==> config.mk <==
export PLATFORM = sky130hd
export DESIGN_NAME = calc_accum_unit
export DESIGN_NICKNAME = d
export VERILOG_FILES = /design/src/rtl/calc_pkg.sv /design/src/rtl/calc_mul_seq.sv /design/src/rtl/calc_accum_unit.sv
export SDC_FILE = /design/constraint.sdc
export NUM_CORES = 1
export LEC_CHECK = 0
export ABC_AREA = 1
export CAP_MARGIN = 40
export CORE_ASPECT_RATIO = 1.75
export CORE_MARGIN = 5
export CORE_UTILIZATION = 50
export DETAILED_ROUTE_END_ITERATION = 8
export GPL_TIMING_DRIVEN = 0
export PLACE_DENSITY = 0.74
export SKIP_LAST_GASP = 1
export SYNTH_ARGS = -nofsm -noshare
export SYNTH_HDL_FRONTEND = slang
export SYNTH_SLANG_ARGS = --single-unit
==> constraint.sdc <==
create_clock -name clk -period 3.6 [get_ports clk]
set_clock_uncertainty 0.1 [all_clocks]
set_input_delay 0.72 -clock clk [delete_from_list [all_inputs] [get_ports clk]]
set_output_delay 0.72 -clock clk [all_outputs]
set_load 0.02 [all_outputs]
==> src/rtl/calc_pkg.sv <==
// rtl/calc_pkg.sv - opcode and FSM types shared by the accumulator calculator
package calc_pkg;

    typedef enum logic [3:0] {
        OP_ADD    = 4'd0,
        OP_SUB    = 4'd1,
        OP_OR     = 4'd2,
        OP_EQ     = 4'd3,
        OP_AND    = 4'd4,
        OP_XOR    = 4'd5,
        OP_SHL    = 4'd6,
        OP_SHR    = 4'd7,
        OP_MUL    = 4'd8,
        OP_STORE  = 4'd9,
        OP_RECALL = 4'd10,
        OP_CLEAR  = 4'd11,
        OP_RSV12  = 4'd12,
        OP_RSV13  = 4'd13,
        OP_RSV14  = 4'd14,
        OP_RSV15  = 4'd15
    } op_e;

    typedef enum logic [0:0] {
        ST_IDLE = 1'b0,
        ST_MUL  = 1'b1
    } state_e;

    // Bits needed to express a shift amount (or iteration index) within one word
    function automatic int shamt_width(input int width);
        return (width > 1) ? $clog2(width) : 1;
    endfunction

endpackage

==> src/rtl/calc_mul_seq.sv <==
// rtl/calc_mul_seq.sv - iterative shift-add multiplier, one multiplier bit per cycle
module calc_mul_seq
    import calc_pkg::*;
#(
    parameter int WIDTH = 8
) (
    input  logic                 clk,
    input  logic                 rst_n,
    input  logic                 start,
    input  logic [WIDTH-1:0]     a,
    input  logic [WIDTH-1:0]     b,
    output logic                 busy,
    output logic                 done,
    output logic [2*WIDTH-1:0]   product
);

    localparam int CW = shamt_width(WIDTH);

    logic [2*WIDTH-1:0] mcand;
    logic [2*WIDTH-1:0] partial;
    logic [WIDTH-1:0]   mplier;
    logic [CW-1:0]      cnt;
    logic [2*WIDTH-1:0] step;

    // product already includes the current bit, so it is final while done is high
    assign step    = mplier[0] ? mcand : '0;
    assign product = partial + step;
    assign done    = busy && (cnt == CW'(WIDTH - 1));

    always_ff @(posedge clk or posedge rst_n) begin
        if (rst_n) begin
            mcand   <= '0;
            partial <= '0;
            mplier  <= '0;
            cnt     <= '0;
            busy    <= 1'b0;
        end else if (start) begin
            mcand   <= {{WIDTH{1'b0}}, a};
            partial <= '0;
            mplier  <= b;
            cnt     <= '0;
            busy    <= 1'b1;
        end else if (busy) begin
            partial <= product;
            mcand   <= mcand << 1;
            mplier  <= mplier >> 1;
            cnt     <= cnt + 1'b1;
            if (done) begin
                busy <= 1'b0;
            end
        end
    end

endmodule

==> src/rtl/calc_accum_unit.sv <==
// rtl/calc_accum_unit.sv - accumulator calculator with register file and sequential multiply
module calc_accum_unit
    import calc_pkg::*;
#(
    parameter int WIDTH    = 8,
    parameter int NUM_REGS = 4,
    parameter int REG_AW   = $clog2(NUM_REGS)
) (
    input  logic              clk,
    input  logic              rst_n,
    input  logic              op_valid,
    output logic              op_ready,
    input  logic [3:0]        op_code,
    input  logic [WIDTH-1:0]  operand,
    input  logic [REG_AW-1:0] reg_sel,
    output logic [WIDTH-1:0]  acc,
    output logic              flag_zero,
    output logic              flag_carry,
    output logic              flag_err,
    output logic              result_valid
);

    localparam int SHW = shamt_width(WIDTH);

    state_e             state;
    logic [WIDTH-1:0]   acc_q;
    logic [WIDTH-1:0]   regs [NUM_REGS];
    logic               carry_q;
    logic               err_q;
    logic               rv_q;

    op_e                op;
    logic               accept;
    logic               reg_ok;
    logic [WIDTH-1:0]   recall_val;
    logic [SHW-1:0]     shamt;
    logic [WIDTH:0]     add_ext;
    logic [WIDTH:0]     sub_ext;
    logic [WIDTH:0]     shl_ext;
    logic [WIDTH:0]     shr_ext;

    logic [WIDTH-1:0]   alu_acc;
    logic               alu_carry;
    logic               alu_err;
    logic               alu_store;

    logic               mul_start;
    logic               mul_busy;
    logic               mul_done;
    logic [2*WIDTH-1:0] mul_product;

    assign op           = op_e'(op_code);
    assign op_ready     = (state == ST_IDLE) && !mul_busy;
    assign accept       = op_valid && op_ready;
    assign mul_start    = accept && (op == OP_MUL);

    assign acc          = acc_q;
    assign flag_zero    = (acc_q == '0);
    assign flag_carry   = carry_q;
    assign flag_err     = err_q;
    assign result_valid = rv_q;

    // Guard keeps a non-power-of-two register count from indexing past the file
    assign reg_ok       = (32'(reg_sel) < NUM_REGS);
    assign recall_val   = reg_ok ? regs[reg_sel] : '0;

    // Extra bit on each side captures carry/borrow and the last bit shifted out
    assign shamt        = operand[SHW-1:0];
    assign add_ext      = {1'b0, acc_q} + {1'b0, operand};
    assign sub_ext      = {1'b0, acc_q} - {1'b0, operand};
    assign shl_ext      = {1'b0, acc_q} << shamt;
    assign shr_ext      = {acc_q, 1'b0} >> shamt;

    always_comb begin
        alu_acc   = acc_q;
        alu_carry = carry_q;
        alu_err   = 1'b0;
        alu_store = 1'b0;
        case (op)
            OP_ADD:    {alu_carry, alu_acc} = add_ext;
            OP_SUB:    {alu_carry, alu_acc} = sub_ext;
            OP_OR:     begin alu_acc = acc_q | operand; alu_carry = 1'b0; end
            OP_EQ:     begin alu_acc = (acc_q == operand) ? WIDTH'(1) : '0; alu_carry = 1'b0; end
            OP_AND:    begin alu_acc = acc_q & operand; alu_carry = 1'b0; end
            OP_XOR:    begin alu_acc = acc_q ^ operand; alu_carry = 1'b0; end
            OP_SHL:    {alu_carry, alu_acc} = shl_ext;
            OP_SHR:    begin alu_acc = shr_ext[WIDTH:1]; alu_carry = shr_ext[0]; end
            OP_MUL:    alu_acc = acc_q;
            OP_STORE:  alu_store = 1'b1;
            OP_RECALL: begin alu_acc = recall_val; alu_carry = 1'b0; end
            OP_CLEAR:  begin alu_acc = '0; alu_carry = 1'b0; end
            default:   alu_err = 1'b1;
        endcase
    end

    always_ff @(posedge clk or posedge rst_n) begin
        if (rst_n) begin
            state   <= ST_IDLE;
            acc_q   <= '0;
            carry_q <= 1'b0;
            err_q   <= 1'b0;
            rv_q    <= 1'b0;
        end else begin
            rv_q <= 1'b0;
            case (state)
                ST_IDLE: begin
                    if (accept) begin
                        err_q <= alu_err;
                        if (op == OP_MUL) begin
                            state <= ST_MUL;
                        end else begin
                            acc_q   <= alu_acc;
                            carry_q <= alu_carry;
                            rv_q    <= 1'b1;
                        end
                    end
                end
                ST_MUL: begin
                    if (mul_done) begin
                        acc_q   <= mul_product[WIDTH-1:0];
                        carry_q <= |mul_product[2*WIDTH-1:WIDTH];
                        rv_q    <= 1'b1;
                        state   <= ST_IDLE;
                    end
                end
                default: state <= ST_IDLE;
            endcase
        end
    end

    always_ff @(posedge clk or posedge rst_n) begin
        if (rst_n) begin
            for (int i = 0; i < NUM_REGS; i++) begin
                regs[i] <= '0;
            end
        end else if (accept && alu_store && reg_ok) begin
            regs[reg_sel] <= acc_q;
        end
    end

    calc_mul_seq #(
        .WIDTH (WIDTH)
    ) u_mul (
        .clk     (clk),
        .rst_n   (rst_n),
        .start   (mul_start),
        .a       (acc_q),
        .b       (operand),
        .busy    (mul_busy),
        .done    (mul_done),
        .product (mul_product)
    );

endmodule

==> flow_results.xml <==
<?xml version="1.0" encoding="UTF-8"?>
<metrics>
  <group name="cells_and_area">
    <metric name="area_growth" unit="%">13.15</metric>
    <metric name="multi_input_comb_area" unit="um2">3750</metric>
    <metric name="insertedDiodeCount" unit="">0</metric>
    <metric name="fillers" unit="">1279</metric>
    <metric name="finish.instance_area" unit="um2">7523</metric>
    <metric name="mostFrequentLayoutCell" unit="">sky130_fd_sc_hd__nand2_1</metric>
    <metric name="top_library_cells_by_usage_in_the_layout_fill_and_taps_aside" unit="">sky130_fd_sc_hd__nand2_1 (324), sky130_fd_sc_hd__inv_1 (133), sky130_fd_sc_hd__dfrtp_1 (88)</metric>
    <metric name="fraction_of_final_layout_cells_with_drive_strength_greater_than_1" unit="">0.07059</metric>
    <metric name="layout.area.seq" unit="um2">2202</metric>
    <metric name="final_nets" unit="">1078</metric>
  </group>
  <group name="synth">
    <metric name="async_reset_ff_frac" unit="">1.000</metric>
    <metric name="top_area_cell_type_share_of_the_netlist_area" unit="">0.3312</metric>
    <metric name="synth_area_per_cell" unit="um2">6.819</metric>
    <metric name="ys_seq_area_frac" unit="">0.3312</metric>
    <metric name="mappedNetlistArea" unit="um2">6649</metric>
    <metric name="synth_edf_count" unit="">0</metric>
    <metric name="ys_warn_count" unit="">0</metric>
    <metric name="synth.ff_latch_count" unit="">88</metric>
    <metric name="syn_inst" unit="">975</metric>
    <metric name="synth_ff_type" unit="">sky130_fd_sc_hd__dfrtp_1</metric>
    <metric name="syn_nets" unit="">1037</metric>
    <metric name="netlist-cell-type-count" unit="">44</metric>
    <metric name="ys_top_cells_by_area" unit="">sky130_fd_sc_hd__dfrtp_1 (33%), sky130_fd_sc_hd__nand2_1 (18%), sky130_fd_sc_hd__ha_1 (7.9%), sky130_fd_sc_hd__inv_1 (7.6%), sky130_fd_sc_hd__o21ai_1 (4.5%)</metric>
    <metric name="synth_area_leader_cell" unit="">sky130_fd_sc_hd__dfrtp_1</metric>
  </group>
  <group name="sta">
    <metric name="report.final.setup_viol" unit="">0</metric>
    <metric name="final_hold_violation_count" unit="">0</metric>
    <metric name="achievable-frequency" unit="GHz">0.3226</metric>
    <metric name="final.min_clock_period" unit="ps">3100</metric>
    <metric name="slew_margin_rel" unit="">0.5592</metric>
    <metric name="timing.final.max_slew_violations" unit="">0</metric>
    <metric name="hold_slack" unit="ps">390.8</metric>
    <metric name="fin_crit_sh" unit="">0.8611</metric>
    <metric name="setup_slack" unit="ps">500.0</metric>
    <metric name="worst_pin_slew" unit="ps">658.8</metric>
    <metric name="unrepaired_setup_endpoints_after_global_routing" unit="">no</metric>
    <metric name="fin_setup_tns" unit="ps">0</metric>
  </group>
  <group name="routing">
    <metric name="drt_pass1_iterations" unit="">6</metric>
    <metric name="routed_via_density" unit="">5.523</metric>
    <metric name="antenna_violating_nets_left" unit="">0</metric>
    <metric name="detail_route.iter0.violations" unit="">294</metric>
    <metric name="finalWirelength" unit="um">20190</metric>
    <metric name="detailroute.via_count" unit="">6578</metric>
    <metric name="routedWlPerCell" unit="um">16.95</metric>
    <metric name="drc_errors" unit="">0</metric>
  </group>
  <group name="clock_tree">
    <metric name="cts-root-buf" unit="">sky130_fd_sc_hd__clkbuf_16</metric>
    <metric name="cts_hold_buf" unit="">0</metric>
    <metric name="htree_num_levels" unit="">3</metric>
    <metric name="tritoncts" unit="">built</metric>
    <metric name="clockBufferDepth" unit="">2</metric>
    <metric name="post-cts-setup-buffer-count" unit="">0</metric>
    <metric name="clock_insertion_delay_worst_skew" unit="ps">340</metric>
    <metric name="cts_buffers" unit="">9</metric>
    <metric name="post_cts_repair_resize_count" unit="">0</metric>
    <metric name="clkTransAtPathRegs" unit="ps">60</metric>
    <metric name="tritoncts_num_sinks" unit="">88</metric>
  </group>
  <group name="power_and_ir_drop">
    <metric name="sw_frac_of_total" unit="">0.4457</metric>
    <metric name="clock_power_share" unit="">0.215</metric>
    <metric name="switchingPower" unit="W">0.002222</metric>
    <metric name="powerDensity" unit="nW/um2">662.5</metric>
    <metric name="power.internal" unit="W">0.002763</metric>
    <metric name="combinationalPowerShare" unit="">0.471</metric>
    <metric name="total_leakage_power" unit="nW">3.923</metric>
    <metric name="p_seq_frac" unit="">0.314</metric>
    <metric name="worst_ir_drop_vdd" unit="uV">371.1</metric>
    <metric name="p_total" unit="W">0.004985</metric>
  </group>
  <group name="placed_design">
    <metric name="placedInstanceArea" unit="um2">7183</metric>
    <metric name="detailedPlacementHpwl" unit="um">16050</metric>
    <metric name="routabilityCongestion" unit="">1.003</metric>
    <metric name="dpl_worst_slack" unit="ps">242.7</metric>
    <metric name="number_of_buffer_cells_added_on_primary_ports" unit="">29</metric>
  </group>
  <group name="grt">
    <metric name="grt_usage" unit="">0.2587</metric>
    <metric name="largest_net_degree_at_the_start_of_global_routing" unit="">65</metric>
    <metric name="antenna_found_initial" unit="">0</metric>
    <metric name="grt_pass1_wl" unit="um">32500</metric>
    <metric name="grt_ovf" unit="">0</metric>
    <metric name="first_global_vias" unit="">6582</metric>
  </group>
  <group name="floorplanning">
    <metric name="core_footprint" unit="um2">13010</metric>
    <metric name="row_count" unit="">55</metric>
    <metric name="floorplan.initialDensity" unit="">0.5112</metric>
    <metric name="die_width" unit="um">97.17</metric>
    <metric name="num_io_pins" unit="">30</metric>
    <metric name="die_area" unit="um2">15800</metric>
    <metric name="die_h" unit="um">162.6</metric>
  </group>
  <group name="setup_path">
    <metric name="critPathKind" unit="">in2reg</metric>
    <metric name="timing.critical_path.fanout_max" unit="">11</metric>
    <metric name="timing.critical_path.required" unit="ps">3720</metric>
    <metric name="worst_setup_path_start_kind" unit="">input port</metric>
    <metric name="endpoint_kind" unit="">flop</metric>
    <metric name="worst_ep_arrival_time" unit="ps">3220</metric>
  </group>
  <group name="hold_path">
    <metric name="hold_class" unit="">reg2reg</metric>
  </group>
  <group name="run">
    <metric name="maxCapViolations" unit="">0</metric>
  </group>
  <group name="status">
    <metric name="outcome" unit="">finished, final reports clean</metric>
  </group>
</metrics>
## kinds of logic after synthesis
| logic type | share of synthesized area |
|---|---|
| and+or+nand+nor | 0.3045 |
| AOI/OAI and AO/OA | 0.1556 |
| buffers and inverters | 0.1048 |
| DFF | 0.3312 |
| adders and majority gates | 0.08807 |
| xor gates and xnor gates | 0.01581 |
## metal layers
metal | vias up | GRT usage | wire length, um
li1 | 3223 | - | -
met1 | 3034 | 0.2533 | 7060
met2 | 224 | 0.4928 | 10790
met3 | 97 | 0.02872 | 737
met4 | 0 | 0.1904 | 1603
met5 | - | 0 | 0
## worst max-delay path, stage by stage
cell and delay (ps):
sky130_fd_sc_hd__clkdlybuf4s50_1 690, sky130_fd_sc_hd__inv_1 100, sky130_fd_sc_hd__buf_2 220, sky130_fd_sc_hd__ha_1 440, sky130_fd_sc_hd__inv_2 100, sky130_fd_sc_hd__nand2_1 90, sky130_fd_sc_hd__nand2_1 50, sky130_fd_sc_hd__a21oi_1 110
sky130_fd_sc_hd__nand2_1 70, sky130_fd_sc_hd__o21ai_0 280, sky130_fd_sc_hd__nand2_1 90, sky130_fd_sc_hd__o21bai_1 170, sky130_fd_sc_hd__nand2_1 70
## stage by stage
step | instances | util
after floorplan | 975 | -
after global placement | 1175 | 0.5500
after detailed placement | 1176 | 0.5523
after CTS | 1191 | 0.5785
after global routing | 1191 | 0.5785
final | 1191 | 0.5785
## state kept, by name, indices dropped and copies added (netlist names)
name	cells
acc	8
regs	32
u_mul.mplier	8
u_mul.cnt	3
flag_err	1
state	1
u_mul.busy	1
u_mul.partial	16
flag_carry	1
u_mul.mcand	16
result_valid	1
## cells in the mapped netlist, types with 5 or more instances
library cell and n:
sky130_fd_sc_hd__o21a_1 9, sky130_fd_sc_hd__nor2_1 56, sky130_fd_sc_hd__o21ai_0 36, sky130_fd_sc_hd__nor2_4 6
sky130_fd_sc_hd__o21ai_1 60, sky130_fd_sc_hd__clkbuf_1 6, sky130_fd_sc_hd__inv_1 134, sky130_fd_sc_hd__a22oi_1 9
sky130_fd_sc_hd__a21oi_1 27, sky130_fd_sc_hd__inv_2 15, sky130_fd_sc_hd__o221ai_1 7, sky130_fd_sc_hd__xor2_1 8
sky130_fd_sc_hd__o211ai_1 7, sky130_fd_sc_hd__nor2_2 7, sky130_fd_sc_hd__and2_1 5, sky130_fd_sc_hd__nand2_1 324
sky130_fd_sc_hd__nand3_1 47, sky130_fd_sc_hd__dfrtp_1 88, sky130_fd_sc_hd__nor3_1 6, sky130_fd_sc_hd__buf_2 14
sky130_fd_sc_hd__nand4_1 14, sky130_fd_sc_hd__ha_1 42, sky130_fd_sc_hd__o22ai_1 13
## power groups by stage
stage                     combinational [W]  sequential, W  clock [W]
final                               0.00235        0.00157    0.00107
after global routing                0.00262        0.00159    0.00113
after CTS                           0.00233        0.00156    0.00108
after detailed placement            0.00232        0.00157          0
after global placement              0.00228        0.00156          0
after floorplan                     0.00154        0.00154          0
## layout make-up
cell class / instances / share of cell area
multi-input cells: 712 / 0.4984
flip-flops and latches: 88 / 0.2927
inverters: 151 / 0.07567
repair buffers: 30 / 0.04224
clock buffers: 9 / 0.02994
well taps: 171 / 0.02844
plain buffers: 24 / 0.01730
clock inverters: 6 / 0.01530
## worst paths after layout
kind / from / endpoint / slack [ps] / cells past startpoint
max in group asynchronous: rst_n / u_mul.mplier[3] / 2160 / 3
min: u_mul.mplier[4] / u_mul.mplier[4] / 390 / 2
min in group asynchronous: rst_n / regs[10] / 610 / 2
min reg2reg: u_mul.mplier[4] / u_mul.mplier[4] / 390 / 2
max reg2reg: u_mul.mplier[0] / flag_carry / 750 / 16
max: operand[2] / acc[5] / 500 / 13
(Power assumes the default switching activity.)
